===== config.mk =====
export PLATFORM = sky130hd
export DESIGN_NAME = f1_start_seq
export DESIGN_NICKNAME = d
export VERILOG_FILES = /design/src/rtl/f1_pkg.sv /design/src/rtl/f1_lfsr.sv /design/src/rtl/f1_start_seq.sv
export SDC_FILE = /design/constraint.sdc
export NUM_CORES = 1
export LEC_CHECK = 0
export ABC_CLOCK_PERIOD_IN_PS = 2200
export CORE_UTILIZATION = 41
export DETAILED_ROUTE_END_ITERATION = 10
export PLACE_DENSITY = 0.68
export SLEW_MARGIN = 10
export SYNTH_ARGS = -nofsm -noshare
export SYNTH_HDL_FRONTEND = slang
export SYNTH_HIERARCHICAL = 1
export SYNTH_SLANG_ARGS = --single-unit

===== constraint.sdc =====
create_clock -name clk -period 2.2 [get_ports clk]
set_input_delay 0.44 -clock clk [delete_from_list [all_inputs] [get_ports clk]]
set_output_delay 0.44 -clock clk [all_outputs]
set_load 0.01 [all_outputs]

===== src/rtl/f1_pkg.sv =====
// f1_pkg: shared types and constants for the F1 start-light sequencer.
// Contents: sequencer state type, LFSR width/seed/taps, default light count.
package f1_pkg;

    typedef enum logic [1:0] {IDLE, LIGHT, HOLD, FIRE} state_t;

    localparam int         LFSR_W      = 7;
    localparam logic [6:0] LFSR_SEED   = 7'h01;
    // x^7 + x^6 + 1: feedback is bit6 ^ bit5, maximal length 127
    localparam int         LFSR_TAP_HI = 6;
    localparam int         LFSR_TAP_LO = 5;

    localparam int         LIGHTS_DEF  = 8;

endpackage


===== src/rtl/f1_lfsr.sv =====
// f1_lfsr: free-running 7-bit Fibonacci LFSR supplying the random hold length.
// Ports: clk  - system clock
//        rst_n - asynchronous active-low reset, reloads the seed
//        out  - current LFSR state, never zero
module f1_lfsr
    import f1_pkg::*;
(
    input  logic              clk,
    input  logic              rst_n,
    output logic [LFSR_W-1:0] out
);

    logic [LFSR_W-1:0] lfsr_q, lfsr_d;

    always_comb lfsr_d = {lfsr_q[LFSR_W-2:0], lfsr_q[LFSR_TAP_HI] ^ lfsr_q[LFSR_TAP_LO]};

    always_ff @(posedge clk or negedge rst_n)
        if (!rst_n) lfsr_q <= LFSR_SEED;
        else        lfsr_q <= lfsr_d;

    assign out = lfsr_q;

endmodule


===== src/rtl/f1_start_seq.sv =====
// f1_start_seq: strobe sequencer stepping the F1 start-lights FSM S0->S8->S0.
// Ports: clk        - system clock
//        rst_n      - asynchronous active-low reset
//        trigger    - start request, acted on only while idle
//        n          - tick period minus one, captured on accepted trigger
//        en         - one-cycle strobe to the lights FSM
//        go         - one-cycle pulse with the final lights-out strobe
//        busy       - high while a sequence is running
//        hold_ticks - hold length chosen for the current run
// Build option: define F1_FIXED_DELAY_EN to replace the LFSR hold with the
// constant FIXED_DELAY (must be nonzero).
module f1_start_seq
    import f1_pkg::*;
#(
    parameter int WIDTH  = 16,
    parameter int LIGHTS = LIGHTS_DEF
`ifdef F1_FIXED_DELAY_EN
    ,
    parameter logic [6:0] FIXED_DELAY = 7'd20
`endif
) (
    input  logic             clk,
    input  logic             rst_n,
    input  logic             trigger,
    input  logic [WIDTH-1:0] n,
    output logic             en,
    output logic             go,
    output logic             busy,
    output logic [6:0]       hold_ticks
);

    localparam int CW = $clog2(LIGHTS) + 1;

    state_t           state_q, state_d;
    logic [WIDTH-1:0] n_q, n_d, presc_q, presc_d;
    logic [CW-1:0]    light_q, light_d;
    logic [6:0]       hold_q, hold_d, ht_q, ht_d, hold_load;
    logic             en_q, en_d, go_q, go_d, busy_q, busy_d, tick;

`ifdef F1_FIXED_DELAY_EN
    assign hold_load = FIXED_DELAY;
`else
    f1_lfsr u_lfsr (
        .clk  (clk),
        .rst_n(rst_n),
        .out  (hold_load)
    );
`endif

    assign tick = presc_q == '0;

    always_comb begin
        state_d = state_q;
        n_d     = n_q;
        presc_d = presc_q;
        light_d = light_q;
        hold_d  = hold_q;
        ht_d    = ht_q;
        en_d    = 1'b0;
        go_d    = 1'b0;
        // busy trails the state by one cycle so it stays high through FIRE's output cycle
        busy_d  = state_q != IDLE;
        case (state_q)
            IDLE: if (trigger) begin
                n_d     = n;
                presc_d = n;
                light_d = '0;
                state_d = LIGHT;
            end
            LIGHT: begin
                presc_d = tick ? n_q : presc_q - 1'b1;
                if (tick) begin
                    en_d    = 1'b1;
                    light_d = light_q + 1'b1;
                    if (light_q == CW'(LIGHTS - 1)) begin
                        hold_d  = hold_load;
                        ht_d    = hold_load;
                        state_d = HOLD;
                    end
                end
            end
            HOLD: begin
                presc_d = tick ? n_q : presc_q - 1'b1;
                if (tick) begin
                    hold_d = hold_q - 1'b1;
                    if (hold_q == 7'd1) state_d = FIRE;
                end
            end
            FIRE: begin
                en_d    = 1'b1;
                go_d    = 1'b1;
                state_d = IDLE;
            end
        endcase
    end

    always_ff @(posedge clk or negedge rst_n)
        if (!rst_n) begin
            state_q <= IDLE;
            n_q     <= '0;
            presc_q <= '0;
            light_q <= '0;
            hold_q  <= '0;
            ht_q    <= '0;
            en_q    <= 1'b0;
            go_q    <= 1'b0;
            busy_q  <= 1'b0;
        end else begin
            state_q <= state_d;
            n_q     <= n_d;
            presc_q <= presc_d;
            light_q <= light_d;
            hold_q  <= hold_d;
            ht_q    <= ht_d;
            en_q    <= en_d;
            go_q    <= go_d;
            busy_q  <= busy_d;
        end

    assign en         = en_q;
    assign go         = go_q;
    assign busy       = busy_q;
    assign hold_ticks = ht_q;

endmodule

==> flow_summary.toml <==
[synth]
syn_inst = 335
synth-async-reset-ratio_pct = 100.0
yosys.area.top_type = "dfrtp_1"
synth.yosys.warnings = 6
syn_avg_cell_area_um2 = 10.12
synth-edff-count = 0
mappedNetlistArea_um2 = 3391
ys_types = 49
synth_top_area_share_pct = 45.02
ys_seq_area_share_pct = 45.79
synth_area_leaders = "dfrtp_1 45%, mux2_2 8.3%, ha_1 3.7%, o21ai_0 3.5%, a21oi_1 3.4%"
synth-seq-cells = 62
syn_nets = 364
yosysMostFrequentCell = "dfrtp_1"
synth_common_cells = "61 x dfrtp_1, 27 x nor2_1, 25 x mux2_2"
synth_top_flop_cell = "dfrtp_1"

[cts]
cts_root_buf = "clkbuf_8"
cts.clk_slew.worst_paths_ns = 0.07
cts_buffers = 9
h-tree-depth = 3
clock_sinks = 62
clockBufferDepth = 2
clock_latency_ns = 0.33
cts_setup_buffers = 0
cts_tree = "yes"

[global_routing]
track_usage_pct = 19.35
grt.overflow.total = 0
grt_first_pass_wirelength_mm = 12.98
grt_start_max_net_pins = 33
grt_pass1_vias = 2641
antenna_found_initial = 0

[setup_path]
crit_arrival_ns = 2.29
r2r_end = "state_q[1]"
worstSetupPathType = "flop to flop"
worstPathRequired_ns = 2.42
worstPathMaxFanout = 6
regToRegSetupSlack_ns = 0.12
r2r_start = "presc_q[8]"
crit_start = "presc_q[8]"
worstSetupStartpointType = "flop"
reg2reg_depth = 5
end_kind = "flop"

[timing]
fmax_ghz = 0.4813
worstMarginPinSlew_ns = 0.5267
final_hold_viol_count = 0
slew_headroom_pct = 64.89
finalSetupTns_ns = 0
setup_viol = 0
fin_worst_skew_ns = 0.007222
rsz0062_at_grt = "no"
fin_crit_sh_pct = 94.44
min_period_ns = 2.078
slew_viol_final = 0

[final_layout]
areaGrowthSynthToFinish_pct = 21.44
nNetsFinal = 407
fin_cells = 485
diodes = 0
layout-drive-gt1-share_pct = 21.67

[detailed_routing]
dr_wl_met3_um = 238
firstDrtPassIters = 4
top_layer_used = "met4"
first_iter_violations = 141
met2WireLength_mm = 3.565
drtAntennaViolNets = 0
routedWlPerCell_um = 15.38
num_vias = 2697
wl_met1_mm = 3.571
drcViolationCount = 0
vias_per_cell = 5.561
routed_wirelength_mm = 7.457

[placement]
dp_hpwl_mm = 5.356
dp.cells = 469
gp_congestion = 0.8549
place.port_buffers = 28

[power]
p_int_uw = 3176
netSwitchingFraction_pct = 40.44
power_frac_seq_pct = 35.3
powerDensity_nw_per_um2 = 1295
p_sw_uw = 2157
p_comb_share_pct = 46.4
ir_drop_mv = 0.6166
p_leak_uw = 0.001725
clock_power_share_pct = 18.3

[floorplan]
rows = 32
initial_core_util_pct = 43.21
core_area_um2 = 7848
ios = 29
dieArea_um2 = 8638
fp.dieW_um = 92.94
dieHeight_um = 92.94

[job]
drv_cap = 0

[status]
status = "complete, no violations"

[worst_hold_path]
min_path_type = "input pin to asynchronous set/reset pin"
worst max-delay path, cell delays in order (launching register included):
cell and delay, ns:
dfrtp_1 0.45, nor3_4 0.37, and4_2 0.32, nand3_1 0.12, a221oi_2 0.34, mux2_1 0.35
metrics by stage:
step	utilization (%)	hold slack (ns)	total power [uW]	setup slack, ns	area [um^2]
CTS	52.38	0.08474	5371	0.1128	4110
floorplan	-	0.1444	3552	0.1439	3391
global placement	49.86	0.3906	4298	0.1902	3913
detailed placement	49.86	0.3945	4368	0.1246	3913
global route	52.47	0.1024	5758	0.01367	4118
finish	52.47	0.07676	5333	0.1224	4118
per-layer routing:
layer / track usage (%) / up-vias
li1: - / 1292
met1: 25.79 / 1350
met2: 31.50 / 46
met3: 4.433 / 9
met4: 5.385 / 0
met5: 0 / -
final cells by class:
cell class	instances	area, um^2
clock buffers	14	182.7
fillers	729	3730
clock inverters	2	15.01
multi-input cells	244	1713
well taps	102	127.6
flip-flops and latches	62	1553
repair buffers	52	493.0
inverters	9	33.78
worst max-delay path by stage:
stage	endpoint	slack (ns)	cells past startpoint
CTS	state_q[1]	0.11	7
finish	state_q[1]	0.12	5
floorplan	hold_q[2]	0.14	8
global route	hold_q[2]	0.01	7
detailed placement	state_q[1]	0.12	7
global placement	hold_q[2]	0.19	7
flip-flops by register name, summed over array words and instances (netlist names):
name        cells
en              1
go              1
busy            1
n_q            16
hold_q          7
hold_ticks      7
light_q         4
state_q         2
u_lfsr/out      7
presc_q        16
placed cells by master (no fill, tap or decap), types with 4 or more instances in the layout:
master            n
nor3_1           10
buf_4            21
o21ai_0          24
nand2_1          15
and2_1            4
ha_1             10
inv_1             9
nor2_1           27
mux2i_1           6
nand3_1          17
nor3_2            4
nand4_1           5
clkdlybuf4s50_1  27
clkbuf_8         13
nor3b_1          14
xnor2_1           9
mux2_2           25
dfrtp_1          61
a21oi_1          23
or3_1             6
repair_timing:
action                                  4_1_cts  5_1_grt
resized for setup                             0        2
hold buffers                                  0        0
endpoints found under the setup margin        0        3
power groups by stage:
stage                     combinational [uW]  clock, uW  sequential (uW)
after CTS                               2490       1010             1870
after floorplan                         1730          0             1820
after detailed placement                2470          0             1890
after global placement                  2420          0             1880
final                                   2480        974             1880
after global routing                    2780       1050             1930
cells by family (layout without fill, tap and decap cells):
| logic type | count (synthesis) | after routing | share of synthesized area (%) |
|---|---|---|---|
| AND/OR/NAND/NOR | 118 | 118 | 19.93 |
| XOR/XNOR | 12 | 12 | 3.100 |
| AO/OA/AOI/OAI | 71 | 71 | 12.77 |
| flip-flops | 62 | 62 | 45.79 |
| multiplexers | 33 | 33 | 10.70 |
| buffers and inverters | 29 | 77 | 4.022 |
| adder cells (fa/ha/maj) | 10 | 10 | 3.690 |
Note: power is estimated with default switching activity, not from simulation.
